**config.mk**
```make
export PLATFORM = sky130hd
export DESIGN_NAME = multicycle_control_fsm
export DESIGN_NICKNAME = d
export VERILOG_FILES = /design/src/rtl/mips_ctrl_pkg.sv /design/src/rtl/alu_decoder.sv /design/src/rtl/multicycle_control_fsm.sv
export SDC_FILE = /design/constraint.sdc
export NUM_CORES = 1
export LEC_CHECK = 0
export BUFFER_PORTS_ARGS = -buffer_cell sky130_fd_sc_hd__clkbuf_2
export CORE_MARGIN = 2
export CORE_UTILIZATION = 47
export DETAILED_ROUTE_END_ITERATION = 10
export GPL_TIMING_DRIVEN = 0
export PLACE_DENSITY_LB_ADDON = 0.05
export SETUP_SLACK_MARGIN = 0.5
export SYNTH_ARGS = -nofsm -noshare
export SYNTH_HDL_FRONTEND = slang
export SYNTH_SLANG_ARGS = --single-unit
```
**constraint.sdc**
```tcl
create_clock -name clk -period 2.3 [get_ports clk]
set_clock_uncertainty 0.05 [all_clocks]
set_input_delay 0.345 -clock clk [delete_from_list [all_inputs] [get_ports clk]]
set_output_delay 0.345 -clock clk [all_outputs]
set_load 0.02 [all_outputs]
```
**src/rtl/mips_ctrl_pkg.sv**
```systemverilog
`default_nettype none
// ============================================================================
// Module      : mips_ctrl_pkg
// Description : Shared definitions for the MIPS control units: FSM state
//               encoding, opcode/funct values, ALU and mux select encodings.
// Revision    : 1.0 - initial release
// ============================================================================
package mips_ctrl_pkg;

    // Multicycle sequencer states (explicit 4-bit encoding)
    typedef enum logic [3:0] {
        ST_FETCH  = 4'd0,
        ST_DECODE = 4'd1,
        ST_MEMADR = 4'd2,
        ST_MEMRD  = 4'd3,
        ST_MEMWB  = 4'd4,
        ST_MEMWR  = 4'd5,
        ST_EXEC   = 4'd6,
        ST_ALUWB  = 4'd7,
        ST_BRANCH = 4'd8,
        ST_JUMP   = 4'd9
    } state_t;

    // Operation class handed to the ALU decoder
    typedef enum logic [1:0] {
        ALUOP_ADD   = 2'b00,
        ALUOP_SUB   = 2'b01,
        ALUOP_FUNCT = 2'b10
    } aluop_t;

    // Opcodes (instr[31:26])
    localparam logic [5:0] c_op_rtype = 6'b000000;
    localparam logic [5:0] c_op_lw    = 6'b100011;
    localparam logic [5:0] c_op_sw    = 6'b101011;
    localparam logic [5:0] c_op_beq   = 6'b000100;
    localparam logic [5:0] c_op_bne   = 6'b000101;
    localparam logic [5:0] c_op_j     = 6'b000010;

    // R-type funct codes (instr[5:0])
    localparam logic [5:0] c_fn_add = 6'b100000;
    localparam logic [5:0] c_fn_sub = 6'b100010;
    localparam logic [5:0] c_fn_and = 6'b100100;
    localparam logic [5:0] c_fn_or  = 6'b100101;
    localparam logic [5:0] c_fn_slt = 6'b101010;

    // ALUControl encodings
    localparam logic [2:0] c_alu_add = 3'b010;
    localparam logic [2:0] c_alu_sub = 3'b110;
    localparam logic [2:0] c_alu_and = 3'b000;
    localparam logic [2:0] c_alu_or  = 3'b001;
    localparam logic [2:0] c_alu_slt = 3'b111;

    // ALUSrcB selects
    localparam logic [1:0] c_srcb_regb    = 2'b00;
    localparam logic [1:0] c_srcb_four    = 2'b01;
    localparam logic [1:0] c_srcb_imm     = 2'b10;
    localparam logic [1:0] c_srcb_imm_sl2 = 2'b11;

    // PCSrc selects
    localparam logic [1:0] c_pcsrc_alu    = 2'b00;
    localparam logic [1:0] c_pcsrc_aluout = 2'b01;
    localparam logic [1:0] c_pcsrc_jump   = 2'b10;

    // True for the two instructions that go through the memory address state
    function automatic logic is_mem_op(input logic [5:0] op);
        return (op == c_op_lw) || (op == c_op_sw);
    endfunction

endpackage
`default_nettype wire

```
**src/rtl/alu_decoder.sv**
```systemverilog
`default_nettype none
// ============================================================================
// Module      : alu_decoder
// Description : Maps operation class and R-type funct to ALUControl, and
//               flags whether the funct field is a supported operation.
// Revision    : 1.0 - initial release
// ============================================================================
module alu_decoder
    import mips_ctrl_pkg::*;
(
    input  logic [5:0] i_funct,
    input  aluop_t     i_aluop,
    output logic [2:0] o_alu_control,
    output logic       o_funct_valid
);

    logic [2:0] w_fn_ctrl;

    // Decode the funct field; unsupported codes fall back to add and are flagged
    always_comb begin
        w_fn_ctrl     = c_alu_add;
        o_funct_valid = 1'b1;
        case (i_funct)
            c_fn_add: w_fn_ctrl = c_alu_add;
            c_fn_sub: w_fn_ctrl = c_alu_sub;
            c_fn_and: w_fn_ctrl = c_alu_and;
            c_fn_or:  w_fn_ctrl = c_alu_or;
            c_fn_slt: w_fn_ctrl = c_alu_slt;
            default: begin
                w_fn_ctrl     = c_alu_add;
                o_funct_valid = 1'b0;
            end
        endcase
    end

    // Select the final ALU operation from the requested class
    always_comb begin
        o_alu_control = c_alu_add;
        case (i_aluop)
            ALUOP_ADD:   o_alu_control = c_alu_add;
            ALUOP_SUB:   o_alu_control = c_alu_sub;
            ALUOP_FUNCT: o_alu_control = w_fn_ctrl;
            default:     o_alu_control = c_alu_add;
        endcase
    end

endmodule
`default_nettype wire

```
**src/rtl/multicycle_control_fsm.sv**
```systemverilog
`default_nettype none
// ============================================================================
// Module      : multicycle_control_fsm
// Description : Multicycle MIPS sequencer. Issues per-state datapath strobes,
//               shares one req/ready memory port between fetch and lw/sw,
//               and aborts to FETCH when the memory port stops answering.
// Revision    : 1.0 - initial release
// ============================================================================
module multicycle_control_fsm
    import mips_ctrl_pkg::*;
#(
    parameter int MEM_TIMEOUT = 16
) (
    input  logic       clk,
    input  logic       rst_n,
    input  logic [5:0] opcode,
    input  logic [5:0] funct,
    input  logic       mem_ready,
    output logic       mem_req,
    output logic       IorD,
    output logic       MemWrite,
    output logic       IRWrite,
    output logic       PCWrite,
    output logic       Beq,
    output logic       Bne,
    output logic [1:0] PCSrc,
    output logic       ALUSrcA,
    output logic [1:0] ALUSrcB,
    output logic [2:0] ALUControl,
    output logic       RegDst,
    output logic       MemToReg,
    output logic       RegWrite,
    output logic       illegal_op,
    output logic       mem_timeout
);

    localparam int                c_wd_w    = $clog2(MEM_TIMEOUT + 1);
    localparam logic [c_wd_w-1:0] c_wd_last = c_wd_w'(MEM_TIMEOUT - 1);

    state_t            r_state;
    state_t            w_next_state;
    logic [5:0]        r_opcode;
    logic [5:0]        r_funct;
    logic [c_wd_w-1:0] r_wd;
    logic              w_mem_req;
    logic              w_timeout;
    logic              w_op_legal;
    logic              w_illegal;
    logic [5:0]        w_dec_funct;
    aluop_t            w_aluop;
    logic [2:0]        w_alu_ctrl;
    logic              w_funct_valid;

    // The IR is only guaranteed stable in DECODE; afterwards use the latched copy
    assign w_dec_funct = (r_state == ST_DECODE) ? funct : r_funct;

    alu_decoder u_alu_decoder (
        .i_funct       (w_dec_funct),
        .i_aluop       (w_aluop),
        .o_alu_control (w_alu_ctrl),
        .o_funct_valid (w_funct_valid)
    );

    assign w_mem_req  = (r_state == ST_FETCH) || (r_state == ST_MEMRD) || (r_state == ST_MEMWR);
    assign w_timeout  = w_mem_req && !mem_ready && (r_wd == c_wd_last);
    assign w_op_legal = is_mem_op(opcode) || (opcode == c_op_beq) || (opcode == c_op_bne) ||
                        (opcode == c_op_j) || ((opcode == c_op_rtype) && w_funct_valid);
    assign w_illegal  = (r_state == ST_DECODE) && !w_op_legal;

    assign mem_req     = w_mem_req;
    assign mem_timeout = w_timeout;
    assign illegal_op  = w_illegal;
    assign ALUControl  = w_alu_ctrl;

    // State register
    always_ff @(posedge clk or negedge rst_n) begin
        if (!rst_n) begin
            r_state <= ST_FETCH;
        end else begin
            r_state <= w_next_state;
        end
    end

    // Capture opcode/funct in DECODE so later states survive IR changes
    always_ff @(posedge clk or negedge rst_n) begin
        if (!rst_n) begin
            r_opcode <= 6'd0;
            r_funct  <= 6'd0;
        end else if (r_state == ST_DECODE) begin
            r_opcode <= opcode;
            r_funct  <= funct;
        end
    end

    // Watchdog: count unanswered request cycles, restart on any progress
    always_ff @(posedge clk or negedge rst_n) begin
        if (!rst_n) begin
            r_wd <= '0;
        end else if (w_timeout || mem_ready || (w_next_state != r_state)) begin
            r_wd <= '0;
        end else if (w_mem_req) begin
            r_wd <= r_wd + c_wd_w'(1);
        end
    end

    // Next-state logic
    always_comb begin
        w_next_state = r_state;
        case (r_state)
            ST_FETCH: begin
                if (w_timeout) begin
                    w_next_state = ST_FETCH;
                end else if (mem_ready) begin
                    w_next_state = ST_DECODE;
                end
            end
            ST_DECODE: begin
                if (!w_op_legal) begin
                    w_next_state = ST_FETCH;
                end else if (is_mem_op(opcode)) begin
                    w_next_state = ST_MEMADR;
                end else if (opcode == c_op_rtype) begin
                    w_next_state = ST_EXEC;
                end else if ((opcode == c_op_beq) || (opcode == c_op_bne)) begin
                    w_next_state = ST_BRANCH;
                end else begin
                    w_next_state = ST_JUMP;
                end
            end
            ST_MEMADR: w_next_state = (r_opcode == c_op_lw) ? ST_MEMRD : ST_MEMWR;
            ST_MEMRD: begin
                if (w_timeout) begin
                    w_next_state = ST_FETCH;
                end else if (mem_ready) begin
                    w_next_state = ST_MEMWB;
                end
            end
            ST_MEMWR: begin
                if (w_timeout || mem_ready) begin
                    w_next_state = ST_FETCH;
                end
            end
            ST_EXEC:   w_next_state = ST_ALUWB;
            ST_MEMWB,
            ST_ALUWB,
            ST_BRANCH,
            ST_JUMP:   w_next_state = ST_FETCH;
            default:   w_next_state = ST_FETCH;
        endcase
    end

    // Output logic: Moore per state, plus fetch-completion strobes on mem_ready
    always_comb begin
        IorD     = 1'b0;
        MemWrite = 1'b0;
        IRWrite  = 1'b0;
        PCWrite  = 1'b0;
        Beq      = 1'b0;
        Bne      = 1'b0;
        PCSrc    = c_pcsrc_alu;
        ALUSrcA  = 1'b0;
        ALUSrcB  = c_srcb_regb;
        RegDst   = 1'b0;
        MemToReg = 1'b0;
        RegWrite = 1'b0;
        w_aluop  = ALUOP_ADD;
        case (r_state)
            ST_FETCH: begin
                ALUSrcB = c_srcb_four;
                if (mem_ready) begin
                    IRWrite = 1'b1;
                    PCWrite = 1'b1;
                end
            end
            ST_DECODE: begin
                ALUSrcB = c_srcb_imm_sl2;
            end
            ST_MEMADR: begin
                ALUSrcA = 1'b1;
                ALUSrcB = c_srcb_imm;
            end
            ST_MEMRD: begin
                IorD = 1'b1;
            end
            ST_MEMWB: begin
                MemToReg = 1'b1;
                RegWrite = 1'b1;
            end
            ST_MEMWR: begin
                IorD     = 1'b1;
                MemWrite = 1'b1;
            end
            ST_EXEC: begin
                ALUSrcA = 1'b1;
                w_aluop = ALUOP_FUNCT;
            end
            ST_ALUWB: begin
                RegDst   = 1'b1;
                RegWrite = 1'b1;
            end
            ST_BRANCH: begin
                ALUSrcA = 1'b1;
                w_aluop = ALUOP_SUB;
                PCSrc   = c_pcsrc_aluout;
                Beq     = (r_opcode == c_op_beq);
                Bne     = (r_opcode == c_op_bne);
            end
            ST_JUMP: begin
                PCSrc   = c_pcsrc_jump;
                PCWrite = 1'b1;
            end
            default: begin
                IorD = 1'b0;
            end
        endcase
    end

endmodule
`default_nettype wire

```
Yosys cells after proc, flatten, opt, wreduce, memory -nomap -nowiden
Cells that the tools add are included.

Flip-flop bits (word level): 21. Word-level logic and storage cells: 85. Bits in latches: 0. Bits in writable memories: 0. Memories kept: 0. Memory bits (read-only): 0.

Div/mod/pow operators: 0. Add/sub/neg operators: 1. Equal/unequal tests: 26. Shift operators: 0. Reduce and logical (&&, ||, !) cells: 23. Mux-type cells: 31. Multiply operators: 0. Order comparisons: 0. Bitwise operators: 0.

Operator list (number): $eq 6x6->1 const B (8); $mux 4 (8); $eq 6x3->1 const B (4); $pmux 4 s6 (1); $eq 4x3->1 const B (4); $mux 1 (12); $pmux 3 s4 (1); $logic_or 1x1->1 (10); $mux 5 (2); $eq 4x2->1 const B (2); $eq 4x4->1 const B (2); $pmux 2 s2 (2); $eq 6x2->1 const B (1); $logic_not 6->1 (1); $mux 6 (1); $pmux 2 s3 (1); $pmux 3 s2 (1); $add 5x1->5 const B (1); $eq 5x4->1 const B (1); $reduce_or 5->1 (1); $eq 4x1->1 const B (1); $logic_and 1x1->1 (4); $logic_not 4->1 (1); $ne 4x4->1 (1); 8 further kinds (10).

Depth between registers and ports, before layout
Gate-level depths: netlist of the first run.

Word-level depth: 12. Gate-level depth with buffers: 9.

Modules after synthesis
Synthesis of the first run repeated with hierarchy kept, for this count alone.

Cells, all modules: 181. Area, all modules: 1496.4 um2.

By module, submodules not included: multicycle_control_fsm (seq. area each 525.5 um2, area each 1328.8 um2, times used 1, cells an instance 163); alu_decoder (seq. area each 0.0 um2, area each 167.7 um2, times used 1, cells an instance 18).

Least setup slack after synthesis of the first run
OpenSTA, ideal clock, no wires.

Kind: reg-to-output. Start point: reg r_state[1]. End point: out ALUControl[0]. Cell stages (with the launch flop): 10. Required time: 1.905 ns. Arrival time: 2.110 ns. Slack: -0.205 ns. Cells stage by stage: dfrtp_1 clkbuf_1 nand2_1 or2_2 inv_1 ha_1 nand2b_1 nor4_1 a31oi_1 o22ai_2.

Longest elaborated chain between the ends: 5.

Ends and longest elaborated chain: start, declared (RTL line multicycle_control_fsm.sv:40) `state_t r_state;`; start signal, assigned (RTL line multicycle_control_fsm.sv:80) `r_state <= w_next_state;`; $eq 4x1->1 (RTL line multicycle_control_fsm.sv:55) `assign w_dec_funct = (r_state == ST_DECODE) ? funct : r_funct;`; $mux 6; $eq 6x6->1 (RTL line alu_decoder.sv:23) `case (i_funct)`; $pmux 3 s4 (RTL line alu_decoder.sv:23); $pmux 3 s2 (*) (RTL line alu_decoder.sv:39) `case (i_aluop)`; end, declared (RTL line multicycle_control_fsm.sv:29) `output logic [2:0] ALUControl,`.

Every way passes the cells marked *; elsewhere a longest branch is shown, timed or not.

Final worst setup path of the first run
Start point: reg r_state[3]. End point: out ALUControl[0].

The elaborated chain is that of the path after synthesis.

==> key figures, run 1 <==
Worst setup path
  – Crit-path cells: nor2b_2, nand2_1, or2_4, inv_2, ha_4, nand2b_4, nor4_4, a31oi_2, o22ai_2, clkbuf_8
  – CP max stage cell: dfrtp_1
  – Max Fanout on Critical Path: 3
  – CP peak stage delay: approximately 0.45 ns
  – Startpoint Class: flop
  – CP bufs+invs: 2
  – Worst Path Arrival: ~2.4 ns
  – Cell family with most CP delay: simple AND/OR/NAND/NOR gates
  – Setup CP Type: reg -> out
  – Worst Setup End Kind: output port
  – CP required: roughly 1.9 ns

Place
  – GPL Wtd Cong: 0.8287
  – Placed cell area: 1637 µm²
  – Placed Cells: 208
  – Port Buffers: 34
  – Pre-CTS setup slack: -0.1315 ns
  – DP Wirelength: between 2000 and 2500 µm

Yosys
  – Synth cell types: 41
  – Main synth FF type: dfrtp_1
  – Syn nets: about 160
  – Post-Synth XOR/XNOR Area: 0.03214
  – Number of synthesized flops with an enable pin: 0
  – Top post-synthesis cells by area: dfrtp_1 (39%), mux2_2 (7.4%), nand2b_1 (6.0%), nor2_1 (4.4%), ha_1 (3.7%)
  – Adder-cell area share of the yosys netlist: 0.03673
  – Largest area contributor in the netlist: dfrtp_1
  – Post-Syn Area: ~1400 µm²
  – Mean post-synth cell area: around 9.5 µm²
  – Post-synthesis compound-gate area fraction: 0.09826
  – Post-synthesis mux area share: 0.1056
  – Largest family of logic cells by synthesized area: simple AND/OR/NAND/NOR gates
  – Cells after Synth: 143
  – Share of flip-flops with an asynchronous set or reset: 1.000
  – Register area share after synthesis: 0.3857
  – Synth Area in Simple Gates: 0.3049
  – Yosys warning count: 0
  – Top-area cell type share of the netlist area: 0.3857
  – FF+latch count, synth: 21

Job
  – Max-Cap Viols: 0

Timing
  – Final hold slack: ~0.27 ns
  – Fmax: between 0.3 and 0.4 GHz
  – Max-slew headroom: 0.6411
  – RSZ-0062 raised after global routing: yes
  – Slew Limit Fails: 0
  – Final Setup Violations: 10
  – Final worst slack: -0.4866 ns
  – Worst slew pin tran: around 0.54 ns
  – Final Cycle Share: 1.212
  – Final Hold Vio Count: 0
  – Tmin final: 2.787 ns
  – TNS Setup: -2.053 ns

Detailed routing
  – Initial DRC Count: 53
  – Vias: between 1,500 and 2,000
  – DRC Markers: 0
  – DR pass1 iterations: 4
  – Via/cell ratio: ~6.2
  – Final WL: about 5600 µm
  – Drt wl/cell: between 20 and 25 µm
  – Antenna-violating nets left: 0

Power and ir drop
  – Leak: ~1.1 nW
  – Power, Total: between 1 and 1.5 mW
  – Switching share of power: 0.3480
  – Peak supply drop: between 0.6 and 0.7 mV
  – Gate power share: 0.408
  – Part of the power in registers: 0.425
  – P per Cell Area: 456.9 nW/µm²
  – Internal power: between 0.7 and 0.8 mW
  – Switching Power: ~0.40 mW
  – Clock power share: 0.167

Die
  – Initial Util: 0.4941
  – Core box area: about 2800 µm²
  – Row cnt: 19
  – Die footprint: about 3300 µm²
  – Die Span Y: 57.84 µm
  – Io pins: 35
  – Die X: slightly below 60 µm

Layout
  – Share of cells above drive strength 1: 0.6301
  – Antenna diodes: 0
  – Finished Core Util: 0.9011
  – Design area: between 2000 and 2500 µm²
  – Final layout net count: about 240
  – Fillers: 108
  – P&R area growth vs syn: 82.37%
  – Final Non-Filler Cells: 250

Global route
  – GRT Residual Overflow: 0
  – Total track usage: 0.2629
  – Via count of the first global-routing pass: between 1,000 and 1,500
  – Maximum number of pins on one net before global-route repair: 22
  – Top Usage Layer GRT: met2
  – GR Util met1: 0.3252
  – Met3 Use GR: 0.03348
  – Met2 global-route usage: 0.4740
  – Initial antenna violation count: 0
  – First-pass GRT wire length: approximately 6700 µm

Clock network
  – Bufs on Longest Clock Path: 2
  – Htree depth: 1
  – Num CTS Buffers: 3
  – CTS Root Cell: clkbuf_4
  – CTS tree: done
  – Skew-Pair Late Insertion Delay: ~0.32 ns
  – # clock sinks: 21
  – Worst-path clk slew: ~0.12 ns

Status
  – Outcome: finished with violations
  – Failing checks: negative setup slack

Worst hold path
  – Hold crit path type: in -> reg
## power groups by stage
| stage | logic, mW | clock network, mW | registers, mW |
|---|---|---|---|
| global placement | 0.241 | 0 | 0.471 |
| floorplan | 0.180 | 0 | 0.463 |
| global route | 0.485 | 0.202 | 0.486 |
| finish | 0.463 | 0.190 | 0.482 |
| detailed placement | 0.248 | 0 | 0.475 |
| CTS | 0.317 | 0.185 | 0.465 |
## layer usage
layer,wire (µm),up-vias
li1,-,671
met1,2116,762
met2,2933,94
met3,343,19
met4,195,0
met5,0,-
## registers in the layout, summed over array words and instances (netlist names)
| register | count |
|---|---|
| r_funct | 6 |
| r_opcode | 6 |
| r_wd | 5 |
| r_state | 4 |
## synthesized netlist by cell type (all sizes together), types with 2 or more instances
| library cell | n |
|---|---|
| o211ai | 2 |
| inv | 7 |
| o22ai | 2 |
| nor2 | 16 |
| nor4b | 5 |
| mux2i | 2 |
| buf | 2 |
| clkbuf | 3 |
| nand3 | 2 |
| mux2 | 11 |
| nor3 | 4 |
| a21oi | 2 |
| nand2 | 3 |
| ha | 4 |
| nand2b | 13 |
| nor4 | 4 |
| nor3b | 3 |
| a31oi | 2 |
| xnor2 | 3 |
| dfrtp | 21 |
| nor2b | 4 |
| xor2 | 2 |
| or2 | 4 |
| and3 | 5 |
| o21ai | 4 |
| o31ai | 2 |
## cell type report
type	instances	area, µm²	share of cell area
flip-flops and latches	21	528.0	0.2125
clock buffers	4	26.28	0.01057
multi-input cells	110	1099	0.4421
repair buffers	72	684.4	0.2754
well taps	31	38.79	0.01561
plain buffers	5	82.58	0.03323
inverters	7	26.28	0.01057
## cell usage in the layout, fill, tap and decap left out, types with 4 or more instances in the layout
cell,Yosys,final
nand2b_4,0,5
buf_6,0,31
buf_8,0,5
mux2_2,9,5
clkbuf_2,0,14
inv_1,7,6
mux2_4,0,4
nand2b_1,13,8
nor2_4,0,5
buf_4,1,20
dfrtp_1,21,19
nor2_2,0,5
nor2_1,16,6
## path summary, 6_finish.rpt
| path | cells past startpoint | startpoint | end | slack, ns |
|---|---|---|---|---|
| worst min register to register | 1 | r_opcode[3] | r_opcode[3] | 0.47 |
| worst max-delay path | 10 | r_state[3] | ALUControl[0] | -0.49 |
| worst max register to register | 8 | r_state[2] | r_opcode[5] | 0.30 |
| min in group asynchronous | 2 | rst_n | r_opcode[4] | 0.47 |
| worst min-delay path | 2 | funct[5] | r_funct[5] | 0.27 |
| max in group asynchronous | 2 | rst_n | r_state[1] | 1.34 |
## cell families (layout without fill, tap and decap cells)
family / count (synthesis) / count (layout)
fa+ha+maj: 4 / 4
flops: 21 / 21
mux: 13 / 13
buf+inv: 12 / 88
xor+xnor: 5 / 5
simple gates: 69 / 69
compound gates: 19 / 19
## worst register-to-register path: cells and delay by family (launching register included)
family / cells / cell delay (ns)
DFF: 1 / 0.45
and+or+nand+nor: 1 / 0.31
buffers and inverters: 6 / 0.75
muxes: 1 / 0.33
## timing repair
action / in CTS / in global routing
hold buffers: 1 / 0
endpoints found under the setup margin: 33 / 39
buffers inserted: 23 / 14
pin swaps: 13 / 18
endpoints found under the hold margin: 21 / 0
gates resized for setup: 58 / 88
gates cloned: 0 / 0
No activity file was read; power rests on OpenSTA's default activity.
==> inputs of run 2 (changes only) <==
Settings changed: BUFFER_PORTS_ARGS -buffer_cell sky130_fd_sc_hd__clkbuf_2 to -buffer_cell sky130_fd_sc_hd__buf_2.
==> key figures, run 2 (synthesis results as in run 1) <==
Timing
  – Worst slew pin tran: ~0.47 ns
  – Final worst slack: -0.3375 ns
  – Final Cycle Share: 1.147
  – Fmax: approximately 0.38 GHz
  – Tmin final: 2.637 ns
  – RSZ-0062 raised after global routing: yes
  – Final hold slack: around 0.27 ns
  – Slew Limit Fails: 0
  – Max-slew headroom: 0.6873
  – Final Hold Vio Count: 0
  – Final Setup Violations: 4

Layout
  – Commonest non-fill, non-tap cell in the layout: buf_4
  – Most frequent cells in the layout: buf_4 (26), dfrtp_1 (19), buf_2 (18), buf_6 (13)
  – Final layout net count: about 230
  – P&R area growth vs syn: 59.05%
  – Finished Core Util: 0.7858
  – Largest regs: r_funct x6, r_opcode x6, r_wd x5
  – Share of cells above drive strength 1: 0.5728
  – Design area: roughly 2200 µm²
  – Antenna diodes: 0
  – Final Non-Filler Cells: 237

Clock network
  – Worst-path clk slew: 0.12 ns
  – Htree depth: 1
  – Bufs on Longest Clock Path: 2
  – # clock sinks: 21
  – CTS tree: done
  – CTS Root Cell: clkbuf_4
  – Num CTS Buffers: 3
  – Skew-Pair Late Insertion Delay: 0.31 ns

Place
  – Placed Cells: ~210
  – Pre-CTS setup slack: -0.1334 ns
  – DP Wirelength: 2363 µm
  – Port Buffers: 34
  – GPL Wtd Cong: just over 0.8
  – Placed cell area: roughly 1600 µm²

Power and ir drop
  – Peak supply drop: 0.5046 mV
  – Switching Power: ~0.34 mW
  – Switching share of power: 0.3281
  – Clock power share: 0.177
  – P per Cell Area: roughly 470 nW/µm²
  – Gate power share: 0.363
  – Leak: roughly 0.98 nW
  – Internal power: 0.6908 mW
  – Part of the power in registers: 0.460

Global route
  – GR Util met1: 0.3175
  – Met3 Use GR: 0.02902
  – Top Usage Layer GRT: met2
  – GRT Residual Overflow: 0
  – Initial antenna violation count: 0
  – Met2 global-route usage: 0.4042
  – Total track usage: 0.2345
  – First-pass GRT wire length: between 6000 and 7000 µm
  – Maximum number of pins on one net before global-route repair: 22
  – Via count of the first global-routing pass: between 1,000 and 1,500

Die
  – Initial Util: 0.4941
  – Io pins: 35
  – Row cnt: 19
  – Die X: 57.84 µm
  – Die Span Y: between 50 and 60 µm
  – Die footprint: about 3300 µm²
  – Core box area: between 2000 and 3000 µm²

Worst setup path
  – Startpoint Class: flop
  – Cell family with most CP delay: simple AND/OR/NAND/NOR gates
  – CP max stage cell: dfrtp_2
  – Crit-path cells: nor2b_2, nand2_1, or2_4, inv_2, ha_4, nand2b_4, nor3b_2, a31oi_2, o22ai_2, buf_6
  – CP bufs+invs: 2
  – Max Fanout on Critical Path: 3
  – CP peak stage delay: 0.41 ns
  – Setup CP Type: reg -> out
  – Worst Setup End Kind: output port
  – CP required: about 1.9 ns
  – Worst Path Arrival: around 2.2 ns

Status
  – Failing checks: negative setup slack
  – Outcome: finished with violations

Detailed routing
  – Vias: approximately 1,400
  – Initial DRC Count: 81
  – Antenna-violating nets left: 0
  – Via/cell ratio: approximately 5.7
  – Drt wl/cell: 17.85 µm
  – DR pass1 iterations: 4
  – Final WL: approximately 4200 µm
  – DRC Markers: 0

Job
  – Max-Cap Viols: 0

Worst hold path
  – Hold crit path type: in -> reg
[run 2: cell count changes in the layout (fill, tap and decap cells not counted), moves of 4 or more]
| cell | delta |
|---|---|
| buf_2 | +18 |
| buf_4 | +6 |
| clkbuf_2 | -14 |
| buf_6 | -18 |
| mux2_2 | +4 |
| nor2_4 | -5 |
[run 2: power groups by stage]
stage                     sequential [mW]  clock [mW]  combinational (mW)
after floorplan                     0.463           0               0.180
final                               0.473       0.182               0.373
after CTS                           0.467       0.185               0.323
after global routing                0.478       0.200               0.399
after detailed placement            0.478           0               0.248
after global placement              0.471           0               0.241
[run 2: final timing paths]
kind                       slack (ns)  cells after the start   startpoint             to
setup / recovery                -0.34                     10   r_state[2]  ALUControl[0]
hold / removal                   0.27                      2     funct[1]     r_funct[1]
setup reg to reg                 0.35                      8   r_state[3]    r_opcode[3]
hold reg to reg                  0.47                      1  r_opcode[4]    r_opcode[4]
max in group asynchronous        1.40                      2        rst_n     r_state[2]
min in group asynchronous        0.46                      2        rst_n    r_opcode[4]
[run 2: cell type report]
class / count / area, µm²
timing repair buffer: 59 / 456.7
buffer: 5 / 82.58
sequential: 21 / 528.0
multi-input combinational: 110 / 1008
tap: 31 / 38.79
fill: 155 / 590.6
clock buffer: 4 / 26.28
inverter: 7 / 26.28
[run 2: per-stage QoR]
step | power (mW) | TNS, ns
6_report | 1.028 | -0.8743
5_1_grt | 1.076 | -1.366
4_1_cts | 0.9747 | -0.6647
3_5_place_dp | 0.7253 | -0.1810
3_3_place_gp | 0.7118 | -0.08320
2_1_floorplan | 0.6425 | 0
[run 2: metal layers]
layer  wire length [µm]  up-vias  part of all wire
met5                  0        -                 0
met4                 45        0             0.011
met3                157        6             0.037
met2               2265       39              0.54
met1               1763      672              0.42
li1                   -      645                 -
[run 2: worst reg2reg max path, stage by stage (launching register included)]
cell and delay [ns]:
dfrtp_1 0.43, buf_4 0.15, buf_6 0.12, nor4b_4 0.26
buf_4 0.15, buf_6 0.11, buf_8 0.11, buf_4 0.14
mux2_2 0.33
[run 2: repair_timing]
action / in CTS / in global routing
gates cloned: 0 / 0
setup endpoints to repair: 32 / 38
resized for setup: 55 / 25
endpoints found under the hold margin: 21 / 0
pin swaps: 6 / 11
buffers inserted: 16 / 8
hold buffers: 1 / 0
